## src/rtl/udp_path_pkg.sv

```systemverilog
// ---------------------------------------------------------------------------
// udp_path_pkg
// Types and constants shared by the UDP transmit and receive paths.
//   udp_bpw()         bytes per application word for a given word width
//   udp_cnt_w()       width of a datagram byte counter for a given payload limit
//   udp_tx_state_e    transmit-path FSM encoding (IDLE/HDR/PAY)
//   udp_cfg_t         addressing fields latched for each datagram header
//   UDP_DEFAULT_TTL   default IP time-to-live
//   UDP_MAX_PAYLOAD   default maximum UDP payload per datagram (1500 - 20 - 8)
// ---------------------------------------------------------------------------
package udp_path_pkg;

   localparam int unsigned UDP_DEFAULT_TTL = 64;
   localparam int unsigned UDP_MAX_PAYLOAD = 1472;

   typedef enum logic [1:0] {
      StIdle = 2'd0,
      StHdr  = 2'd1,
      StPay  = 2'd2
   } udp_tx_state_e;

   typedef struct packed {
      logic [31:0] source_ip;
      logic [31:0] dest_ip;
      logic [15:0] source_port;
      logic [15:0] dest_port;
   } udp_cfg_t;

   function automatic int unsigned udp_bpw(input int unsigned data_w);
      return data_w / 8;
   endfunction

   function automatic int unsigned udp_cnt_w(input int unsigned max_payload);
      return (max_payload > 1) ? $clog2(max_payload) : 1;
   endfunction

endpackage

```

## src/rtl/udp_tx_path.sv

```systemverilog
// ---------------------------------------------------------------------------
// udp_tx_path
// Takes application words (valid/ready/last plus a last-word byte count),
// serialises them LSB byte first, and hands them to the UDP core as a header
// handshake followed by a byte-wide AXI-Stream payload. Packets longer than
// MAX_PAYLOAD bytes are split into several datagrams, each with its own header.
//
// Ports
//   clk, rst                      clock, synchronous active-high reset
//   din_data/valid/ready/last     application word stream
//   din_bytes                     valid bytes in a last word (0 or >BPW = full)
//   tx_udp_hdr_valid/ready        header handshake to the UDP core
//   tx_udp_ip_* / tx_udp_*_port   header fields (config latched per datagram)
//   tx_udp_payload_axis_*         byte-wide payload stream, tlast per datagram
//   local_ip/dest_ip/local_port/dest_port   live configuration inputs
// ---------------------------------------------------------------------------
module udp_tx_path
   import udp_path_pkg::*;
#(
   parameter int unsigned DATA_W      = 64,
   parameter int unsigned MAX_PAYLOAD = UDP_MAX_PAYLOAD,
   parameter int unsigned IP_TTL      = UDP_DEFAULT_TTL
) (
   input  logic                         clk,
   input  logic                         rst,

   input  logic [DATA_W-1:0]            din_data,
   input  logic                         din_valid,
   output logic                         din_ready,
   input  logic                         din_last,
   input  logic [$clog2(DATA_W/8):0]    din_bytes,

   output logic                         tx_udp_hdr_valid,
   input  logic                         tx_udp_hdr_ready,
   output logic [5:0]                   tx_udp_ip_dscp,
   output logic [1:0]                   tx_udp_ip_ecn,
   output logic [7:0]                   tx_udp_ip_ttl,
   output logic [31:0]                  tx_udp_ip_source_ip,
   output logic [31:0]                  tx_udp_ip_dest_ip,
   output logic [15:0]                  tx_udp_source_port,
   output logic [15:0]                  tx_udp_dest_port,

   output logic [7:0]                   tx_udp_payload_axis_tdata,
   output logic                         tx_udp_payload_axis_tvalid,
   input  logic                         tx_udp_payload_axis_tready,
   output logic                         tx_udp_payload_axis_tlast,
   output logic                         tx_udp_payload_axis_tuser,

   input  logic [31:0]                  local_ip,
   input  logic [31:0]                  dest_ip,
   input  logic [15:0]                  local_port,
   input  logic [15:0]                  dest_port
);

   localparam int unsigned BPW = udp_bpw(DATA_W);
   localparam int unsigned NW  = $clog2(BPW) + 1;
   localparam int unsigned CW  = udp_cnt_w(MAX_PAYLOAD);

   localparam logic [NW-1:0] N_FULL   = NW'(BPW);
   localparam logic [NW-1:0] N_ONE    = NW'(1);
   localparam logic [CW-1:0] CNT_LAST = CW'(MAX_PAYLOAD - 1);
   localparam logic [CW-1:0] CNT_ONE  = CW'(1);
   // With a one-byte payload limit every byte closes its datagram.
   localparam logic          SEG_ONE  = (MAX_PAYLOAD == 1);

   udp_tx_state_e     state_q, state_d;
   logic [DATA_W-1:0] data_q, data_d;
   logic [NW-1:0]     n_q, n_d;
   logic              last_q, last_d;
   logic [NW-1:0]     idx_q, idx_d;
   logic [CW-1:0]     cnt_q, cnt_d;
   logic              sod_q, sod_d;
   udp_cfg_t          cfg_q, cfg_d;
   logic              hdr_valid_q, hdr_valid_d;
   logic              tvalid_q, tvalid_d;
   logic              tlast_q, tlast_d;
   logic [7:0]        tdata_q, tdata_d;

   logic [NW-1:0]     din_n;
   udp_cfg_t          cfg_in;
   logic [NW-1:0]     idx_nxt;
   logic [CW-1:0]     cnt_nxt;
   logic              word_end;
   logic              seg_end;

   always_comb begin
      // Only a last word may be short; out-of-range counts mean a full word.
      if (!din_last || (din_bytes == '0) || (din_bytes > N_FULL)) begin
         din_n = N_FULL;
      end else begin
         din_n = din_bytes;
      end
      cfg_in   = {local_ip, dest_ip, local_port, dest_port};
      idx_nxt  = idx_q + N_ONE;
      cnt_nxt  = cnt_q + CNT_ONE;
      word_end = (idx_q == (n_q - N_ONE));
      seg_end  = (cnt_q == CNT_LAST);
   end

   always_comb begin
      state_d     = state_q;
      data_d      = data_q;
      n_d         = n_q;
      last_d      = last_q;
      idx_d       = idx_q;
      cnt_d       = cnt_q;
      sod_d       = sod_q;
      cfg_d       = cfg_q;
      hdr_valid_d = hdr_valid_q;
      tvalid_d    = tvalid_q;
      tlast_d     = tlast_q;
      tdata_d     = tdata_q;
      din_ready   = (state_q == StIdle);

      unique case (state_q)
         StIdle: begin
            if (din_valid) begin
               data_d = din_data;
               n_d    = din_n;
               last_d = din_last;
               idx_d  = '0;
               if (sod_q) begin
                  cfg_d       = cfg_in;
                  hdr_valid_d = 1'b1;
                  state_d     = StHdr;
               end else begin
                  // Continuing a datagram: present byte 0 straight away.
                  tvalid_d = 1'b1;
                  tdata_d  = din_data[7:0];
                  tlast_d  = ((din_n == N_ONE) && din_last) || (cnt_q == CNT_LAST);
                  state_d  = StPay;
               end
            end
         end

         StHdr: begin
            if (tx_udp_hdr_ready) begin
               hdr_valid_d = 1'b0;
               cnt_d       = '0;
               sod_d       = 1'b0;
               tvalid_d    = 1'b1;
               tdata_d     = data_q[{idx_q, 3'b000} +: 8];
               tlast_d     = (word_end && last_q) || SEG_ONE;
               state_d     = StPay;
            end
         end

         StPay: begin
            if (tx_udp_payload_axis_tready) begin
               idx_d = idx_nxt;
               if (word_end) begin
                  tvalid_d = 1'b0;
                  tlast_d  = 1'b0;
                  cnt_d    = seg_end ? '0 : cnt_nxt;
                  // A packet end or a full datagram means the next word opens a new one.
                  if (last_q || seg_end) begin
                     sod_d = 1'b1;
                  end
                  state_d = StIdle;
               end else if (seg_end) begin
                  // Datagram full mid-word: re-header and resume at the next byte.
                  tvalid_d    = 1'b0;
                  tlast_d     = 1'b0;
                  cnt_d       = '0;
                  cfg_d       = cfg_in;
                  hdr_valid_d = 1'b1;
                  state_d     = StHdr;
               end else begin
                  cnt_d   = cnt_nxt;
                  tdata_d = data_q[{idx_nxt, 3'b000} +: 8];
                  tlast_d = ((idx_nxt == (n_q - N_ONE)) && last_q) || (cnt_nxt == CNT_LAST);
               end
            end
         end

         default: begin
            state_d = StIdle;
         end
      endcase
   end

   always_ff @(posedge clk) begin
      if (rst) begin
         state_q     <= StIdle;
         data_q      <= '0;
         n_q         <= '0;
         last_q      <= 1'b0;
         idx_q       <= '0;
         cnt_q       <= '0;
         sod_q       <= 1'b1;
         cfg_q       <= '0;
         hdr_valid_q <= 1'b0;
         tvalid_q    <= 1'b0;
         tlast_q     <= 1'b0;
         tdata_q     <= '0;
      end else begin
         state_q     <= state_d;
         data_q      <= data_d;
         n_q         <= n_d;
         last_q      <= last_d;
         idx_q       <= idx_d;
         cnt_q       <= cnt_d;
         sod_q       <= sod_d;
         cfg_q       <= cfg_d;
         hdr_valid_q <= hdr_valid_d;
         tvalid_q    <= tvalid_d;
         tlast_q     <= tlast_d;
         tdata_q     <= tdata_d;
      end
   end

   assign tx_udp_hdr_valid           = hdr_valid_q;
   assign tx_udp_ip_dscp             = 6'd0;
   assign tx_udp_ip_ecn              = 2'd0;
   assign tx_udp_ip_ttl              = 8'(IP_TTL);
   assign tx_udp_ip_source_ip        = cfg_q.source_ip;
   assign tx_udp_ip_dest_ip          = cfg_q.dest_ip;
   assign tx_udp_source_port         = cfg_q.source_port;
   assign tx_udp_dest_port           = cfg_q.dest_port;
   assign tx_udp_payload_axis_tdata  = tdata_q;
   assign tx_udp_payload_axis_tvalid = tvalid_q;
   assign tx_udp_payload_axis_tlast  = tlast_q;
   assign tx_udp_payload_axis_tuser  = 1'b0;

endmodule

```

## config.mk

```make
export PLATFORM = sky130hd
export DESIGN_NAME = udp_tx_path
export DESIGN_NICKNAME = d
export VERILOG_FILES = /design/src/rtl/udp_path_pkg.sv /design/src/rtl/udp_tx_path.sv
export SDC_FILE = /design/constraint.sdc
export NUM_CORES = 1
export LEC_CHECK = 0
export CAP_MARGIN = 20
export CORE_UTILIZATION = 41
export CTS_CLUSTER_DIAMETER = 120
export DETAILED_ROUTE_END_ITERATION = 8
export PLACE_DENSITY = 0.81
export SLEW_MARGIN = 0
export SYNTH_ARGS = -nofsm -noshare
export SYNTH_HDL_FRONTEND = slang
export SYNTH_SLANG_ARGS = --single-unit
```

## constraint.sdc

```tcl
create_clock -name clk -period 3.94 [get_ports clk]
set_input_delay 0.788 -clock clk [delete_from_list [all_inputs] [get_ports clk]]
set_output_delay 0.788 -clock clk [all_outputs]
set_load 0.1 [all_outputs]
```

# Yosys cells after proc, flatten, opt, wreduce, memory -nomap -nowiden

Index checks and enable logic that the tools add are counted.

Add/subtract/negate cells: 3
$lt $le $gt $ge: 1
Equal/unequal tests: 18
Shifts and indexed selects: 2
Muxes and demuxes: 53
Reductions and logical operators: 24

Operators by type and width:

| operator                                                               | count |
|---|---|
| 96-bit 2-to-1 mux                                                      | 5 |
| 96-bit case mux with 2 select lines                                    | 1 |
| 64-bit by 8-bit indexed part select with 8-bit output                  | 2 |
| 8-bit 2-to-1 mux                                                       | 6 |
| 11-bit 2-to-1 mux                                                      | 3 |
| 8-bit case mux with 3 select lines                                     | 1 |
| 11-bit equality test (second input constant)                           | 2 |
| 11-bit case mux with 2 select lines                                    | 1 |
| 1-bit 2-to-1 mux                                                       | 21 |
| 2-bit != test (second input constant)                                  | 9 |
| 7-bit AND reduction                                                    | 2 |
| 2-bit 2-to-1 mux                                                       | 6 |
| 4-bit 2-to-1 mux                                                       | 3 |
| 6-bit AND reduction                                                    | 2 |
| 11-bit by 1-bit adder with 11-bit output (second input constant)       | 1 |
| 5-bit AND reduction                                                    | 2 |
| 1-bit case mux with 3 select lines                                     | 3 |
| 4-bit equality test                                                    | 2 |
| 4-bit case mux with 2 select lines                                     | 1 |
| 2-bit case mux with 3 select lines                                     | 1 |
| 3-bit AND reduction                                                    | 2 |
| 1-bit logical OR                                                       | 5 |
| 4-bit by 1-bit adder with 4-bit output (second input constant)         | 1 |
| 4-bit by 1-bit equality test with 1-bit output (second input constant) | 1 |
| 15 further kinds                                                       | 18 |

Register bits: 194
Input bits: 170
Output and inout bits: 125
Logic and storage cells: 116

# Longest topological paths before layout

Word-level depth: 10
Mapped depth: 11
Depth with buffers taken out: 8

# Worst setup path after synthesis

OpenSTA, ideal clock, no wires.

Path type: reg2reg
Start: register state_q[0]
End: register cfg_q (netlist bit tx_udp_source_port[10])
Library setup time: 0.132 ns
Arrival: 2.747 ns
Data required time: 3.808 ns
Slack: 1.060 ns
Stages on the path, launching flop included: 12
Path buffers: 3
Period minus slack after synthesis: 2.880 ns
Cell sequence: dfxtp_1 inv_1 ha_1 nor2b_1 nor2_1 o21ai_1 o41a_1 buf_2 buf_4 buf_2 nand2_1 a21oi_1

Cells in the longest elaborated chain, start to end: 3
Elaborated cells on any way between the ends: 10
Those cells by class: eq/ne: 6; mux: 1; reduce/logical: 3

RTL lines:

| element                                                                                 | RTL line           | RTL |
|---|---|---|
| from (decl)                                                                             | udp_tx_path.sv:66  | `udp_tx_state_e state_q, state_d;` |
| from (signal assigned)                                                                  | udp_tx_path.sv:184 | `state_q <= StIdle;` |
| from (signal assigned)                                                                  | udp_tx_path.sv:197 | `state_q <= state_d;` |
| 2-bit zero test *                                                                       | n/a                |  |
| named net din_ready                                                                     | udp_tx_path.sv:29  | `output logic din_ready,` |
| 2-bit by 1-bit != test with 1-bit output (no source line), or another cell as far along | n/a                |  |
| 6-bit AND reduction (no source line)                                                    | n/a                |  |
| to (signal assigned)                                                                    | udp_tx_path.sv:204 | `cfg_q <= cfg_d;` |
| to (decl)                                                                               | udp_tx_path.sv:73  | `udp_cfg_t cfg_q, cfg_d;` |

Mark *: on every way through the listed nets, which the timed path passes. The rest lies on a longest branch.
A chain may end at the register's enable or synchronous reset.

# Worst setup path after layout

Start: register state_q[0]
End: register tdata_q[5] (netlist: tx_udp_payload_axis_tdata[5])

Cells in the longest elaborated chain, start to end: 3
Elaborated cells on any way between the ends: 12
Those cells by class: eq/ne: 8; mux: 1; reduce/logical: 3

RTL lines:

| element                                                                     | RTL line           | RTL |
|---|---|---|
| 2-bit equality test, or another cell as far along                           | udp_tx_path.sv:115 | `unique case (state_q)` |
| 2-bit != test (no source line) / 3-bit nonzero test (equally long branches) | n/a                |  |
| 7-bit AND reduction (no source line)                                        | n/a                |  |
| to (signal assigned)                                                        | udp_tx_path.sv:208 | `tdata_q <= tdata_d;` |
| to (decl)                                                                   | udp_tx_path.sv:77  | `logic [7:0] tdata_q, tdata_d;` |

Several ways; a longest one is shown, not always the timed one.

==> impl_metrics.csv <==
group,metric,value,unit
cells_and_area,layout.cell_area.non_filler,11600,um2
placement,place.gp.congestion,0.880,
floorplan,design.die.area,20500,um2
route,drt_pass1_iterations,5,
pwr,max-vdd-ir-drop,482,uV
grt,globalRouteTotalUtil,21.9,%
synthesis,avgSynthCellArea,8.13,um2
floorplan,start_util,41.9,%
sta,setup_tns,0,ps
route,number_of_routed_nets_with_antenna_violations,0,
sta,final_period_utilization,77.0,%
route,drc,0,
pwr,netSwitchingFraction,50.2,%
placement,placed_area,11000,um2
sta,timing.max_slew.rel_slack,31.0,%
cts,clock_sinks,194,
floorplan,std_cell_rows,51,
floorplan,floorplan.core_area,19500,um2
floorplan,fp.dieW,143,um
grt,grt_first_pass_wirelength,35100,um
pwr,share_seq_of_total_power,28.5,%
cts,clkLatencyLatePin,440,ps
synthesis,syn_area,8190,um2
cts,post_cts_resize_count,0,
pwr,pwr_cell_area,785,nW/um2
cells_and_area,commonest_cells_after_routing_fill_and_taps_aside,"sky130_fd_sc_hd__nand2_1, sky130_fd_sc_hd__clkdlybuf4s50_1, sky130_fd_sc_hd__dfxtp_1",
grt,number_of_antenna_violations_at_the_first_check_in_global_routing,1,
sta,drv_slew,0,
min_path,hold_path_depth,2,
floorplan,num_io_pins,295,
cts,worst_setup_hold_path_clk_slew,70,ps
pwr,cell_internal_pwr,4.54,mW
cells_and_area,final_core_utilization,59.5,%
route,detail_route.iter0.violations,394,
worst_setup_path,timing.rr.start,"state_q[0]",
min_path,min_delay_worst_endpoint,"data_q[40]",
synthesis,synth-seq-cells,194,
cts,cts_tree,"yes",
worst_setup_path,worstPathArrival,3320,ps
sta,rsz0062_at_grt,"no",
grt,grt-ovfl-total,0,
synthesis,count_of_flip_flops_with_a_built_in_enable_after_synthesis,0,
cts,ctsLongestPathBuffers,2,
synthesis,synth_top_area_share,47.4,%
sta,tightestPinTransition,1030,ps
min_path,worst_hold_startpoint,"data_q[40]",
synthesis,synth-seq-area-share,47.4,%
route,drt_wl_total,22600,um
route,vias_per_cell,5.02,
sta,period_minus_slack,3030,ps
min_path,holdCritPathClass,"reg2reg",
cts,clk_root_buffer_cell,"sky130_fd_sc_hd__clkbuf_16",
placement,place.detailed.instances,1489,
cells_and_area,finish.net_count,1423,
route,post_drt_wl_per_cell,14.8,um
outcome,status,"complete, no violations",
pwr,comb_power_share,52.4,%
grt,first_global_vias,7174,
cells_and_area,layout.cells.non_filler,1521,
cells_and_area,commonest_non_fill_non_tap_cell_in_the_layout,"sky130_fd_sc_hd__nand2_1",
synthesis,yosys_warnings,0,
job,timing.max_cap.violations,0,
cts,cts_htree_levels,4,
synthesis,synthDominantAreaCellType,"sky130_fd_sc_hd__dfxtp_1",
cells_and_area,area_growth,41.9,%
sta,timing.final.hold_violations,0,
synthesis,ys_top_cells_by_area,"sky130_fd_sc_hd__dfxtp_1, sky130_fd_sc_hd__nand2_1, sky130_fd_sc_hd__a21oi_1, sky130_fd_sc_hd__mux4_2, sky130_fd_sc_hd__buf_4",
worst_setup_path,start_kind,"register",
cts,cts-buffers-inserted,17,
worst_setup_path,timing.reg2reg.setup_slack,910,ps
placement,io_buffers,277,
cts,post_cts_hold_buffer_count,0,
synthesis,synth_top_flop_cell,"sky130_fd_sc_hd__dfxtp_1",
pwr,power.static_leakage,4.25,nW
cells_and_area,diodes,0,
placement,detailedPlacementHpwl,15900,um
route,vias,7640,
sta,max_freq,330,MHz
worst_setup_path,critPathKind,"reg2reg",
synthesis,post_synth_inst_count,1007,
grt,grt_start_max_net_pins,97,
sta,setup_viol_count_final,0,
worst_setup_path,endpoint_class_of_the_critical_path,"register",
pwr,netSwitchingPower,4.58,mW
worst_setup_path,timing.critical_path.required,4230,ps
pwr,clkPwrFrac,19.1,%
floorplan,dieHeight,143,um
worst_setup_path,rr_worst_depth,9,
synthesis,synth_cell_types,56,
synthesis,synth_async_sr_flop_share,0,%
sta,skew,16.7,ps
cts,post_cts.repair.setup_buffers,0,
worst_setup_path,rr_endpoint,"tx_udp_payload_axis_tdata[5]",
cells_and_area,drive_above_1_share,5.57,%
worst_setup_path,crit_path_max_fanout,16,
-- cells in the mapped netlist (all sizes together) (9+ instances only) --
| cell | number |
|---|---|
| a211oi | 10 |
| buf | 47 |
| nand3 | 15 |
| ha | 10 |
| o21ai | 12 |
| inv | 9 |
| clkbuf | 39 |
| mux2i | 11 |
| nand2 | 338 |
| a21oi | 185 |
| dfxtp | 194 |
| mux4 | 16 |
| nor2 | 42 |
-- per-stage QoR --
step	worst slack (ps)	power, mW	hold slack, ps
after floorplan	1060	6.32	432
after global placement	763	7.36	438
after detailed placement	705	7.42	445
after CTS	870	9.17	455
after global routing	538	9.58	468
final	908	9.12	451
-- layer usage --
layer | track usage, % | routed length [um]
met2 | 36.1 | 11000
met5 | 0 | 0
met4 | 9.46 | 574
met1 | 26.9 | 9430
met3 | 6.10 | 1530
-- kinds of logic (layout without fill, tap and decap cells) --
family,count (synthesis),count (layout),share of synthesized area [%]
DFF,194,194,47.4
xor gates and xnor gates,11,11,1.44
other,2,17,0.0917
buffers and inverters,95,329,5.98
AOI/OAI and AO/OA,234,234,16.0
adders and majority gates,10,10,1.53
and+or+nand+nor,433,433,21.5
muxes,28,28,5.98
-- power groups by stage --
| stage | registers [mW] | clock network [mW] | logic (mW) |
|---|---|---|---|
| 2_1_floorplan | 4.57 | 0 | 1.75 |
| 3_3_place_gp | 2.62 | 0 | 4.74 |
| 3_5_place_dp | 2.64 | 0 | 4.78 |
| 4_1_cts | 2.60 | 1.78 | 4.79 |
| 5_1_grt | 2.64 | 1.86 | 5.07 |
| 6_report | 2.60 | 1.74 | 4.78 |
-- area by class of cell --
cell class / count / area [um2]
well taps: 265 / 332
fillers: 1733 / 7910
multi-input cells: 733 / 3880
clock inverters: 13 / 144
repair buffers: 288 / 2890
inverters: 9 / 33.8
clock buffers: 19 / 453
flip-flops and latches: 194 / 3880
-- state kept, by name (all words and copies together), names as in the netlist --
| register | flops |
|---|---|
| tx_udp_payload_axis_tlast | 1 |
| tx_udp_payload_axis_tdata | 8 |
| tx_udp_ip_source_ip | 32 |
| idx_q | 4 |
| tx_udp_ip_dest_ip | 32 |
| cnt_q | 11 |
| tx_udp_hdr_valid | 1 |
| state_q | 2 |
| data_q | 64 |
| sod_q | 1 |
| tx_udp_source_port | 16 |
| last_q | 1 |
| tx_udp_payload_axis_tvalid | 1 |
| n_q | 4 |
| tx_udp_dest_port | 16 |
-- worst max path at each step --
stage	from	to	slack [ps]
after CTS	state_q[0]	tx_udp_payload_axis_tdata[5]	870
final	state_q[0]	tx_udp_payload_axis_tdata[5]	910
after detailed placement	din_valid	tx_udp_payload_axis_tdata[5]	700
after global placement	din_valid	tx_udp_payload_axis_tdata[4]	760
after global routing	state_q[0]	tx_udp_payload_axis_tdata[6]	540
after floorplan	state_q[0]	tx_udp_source_port[10]	1060
-- critical path, cell delays in order (launching register included) --
cell and delay (ps):
sky130_fd_sc_hd__dfxtp_1 410, sky130_fd_sc_hd__inv_1 100, sky130_fd_sc_hd__ha_1 420, sky130_fd_sc_hd__ha_1 670, sky130_fd_sc_hd__buf_4 250, sky130_fd_sc_hd__mux4_2 490
sky130_fd_sc_hd__mux2i_1 170, sky130_fd_sc_hd__nor2_1 60, sky130_fd_sc_hd__a21oi_1 190, sky130_fd_sc_hd__a211oi_1 100
No activity file was read; power rests on OpenSTA's default activity.
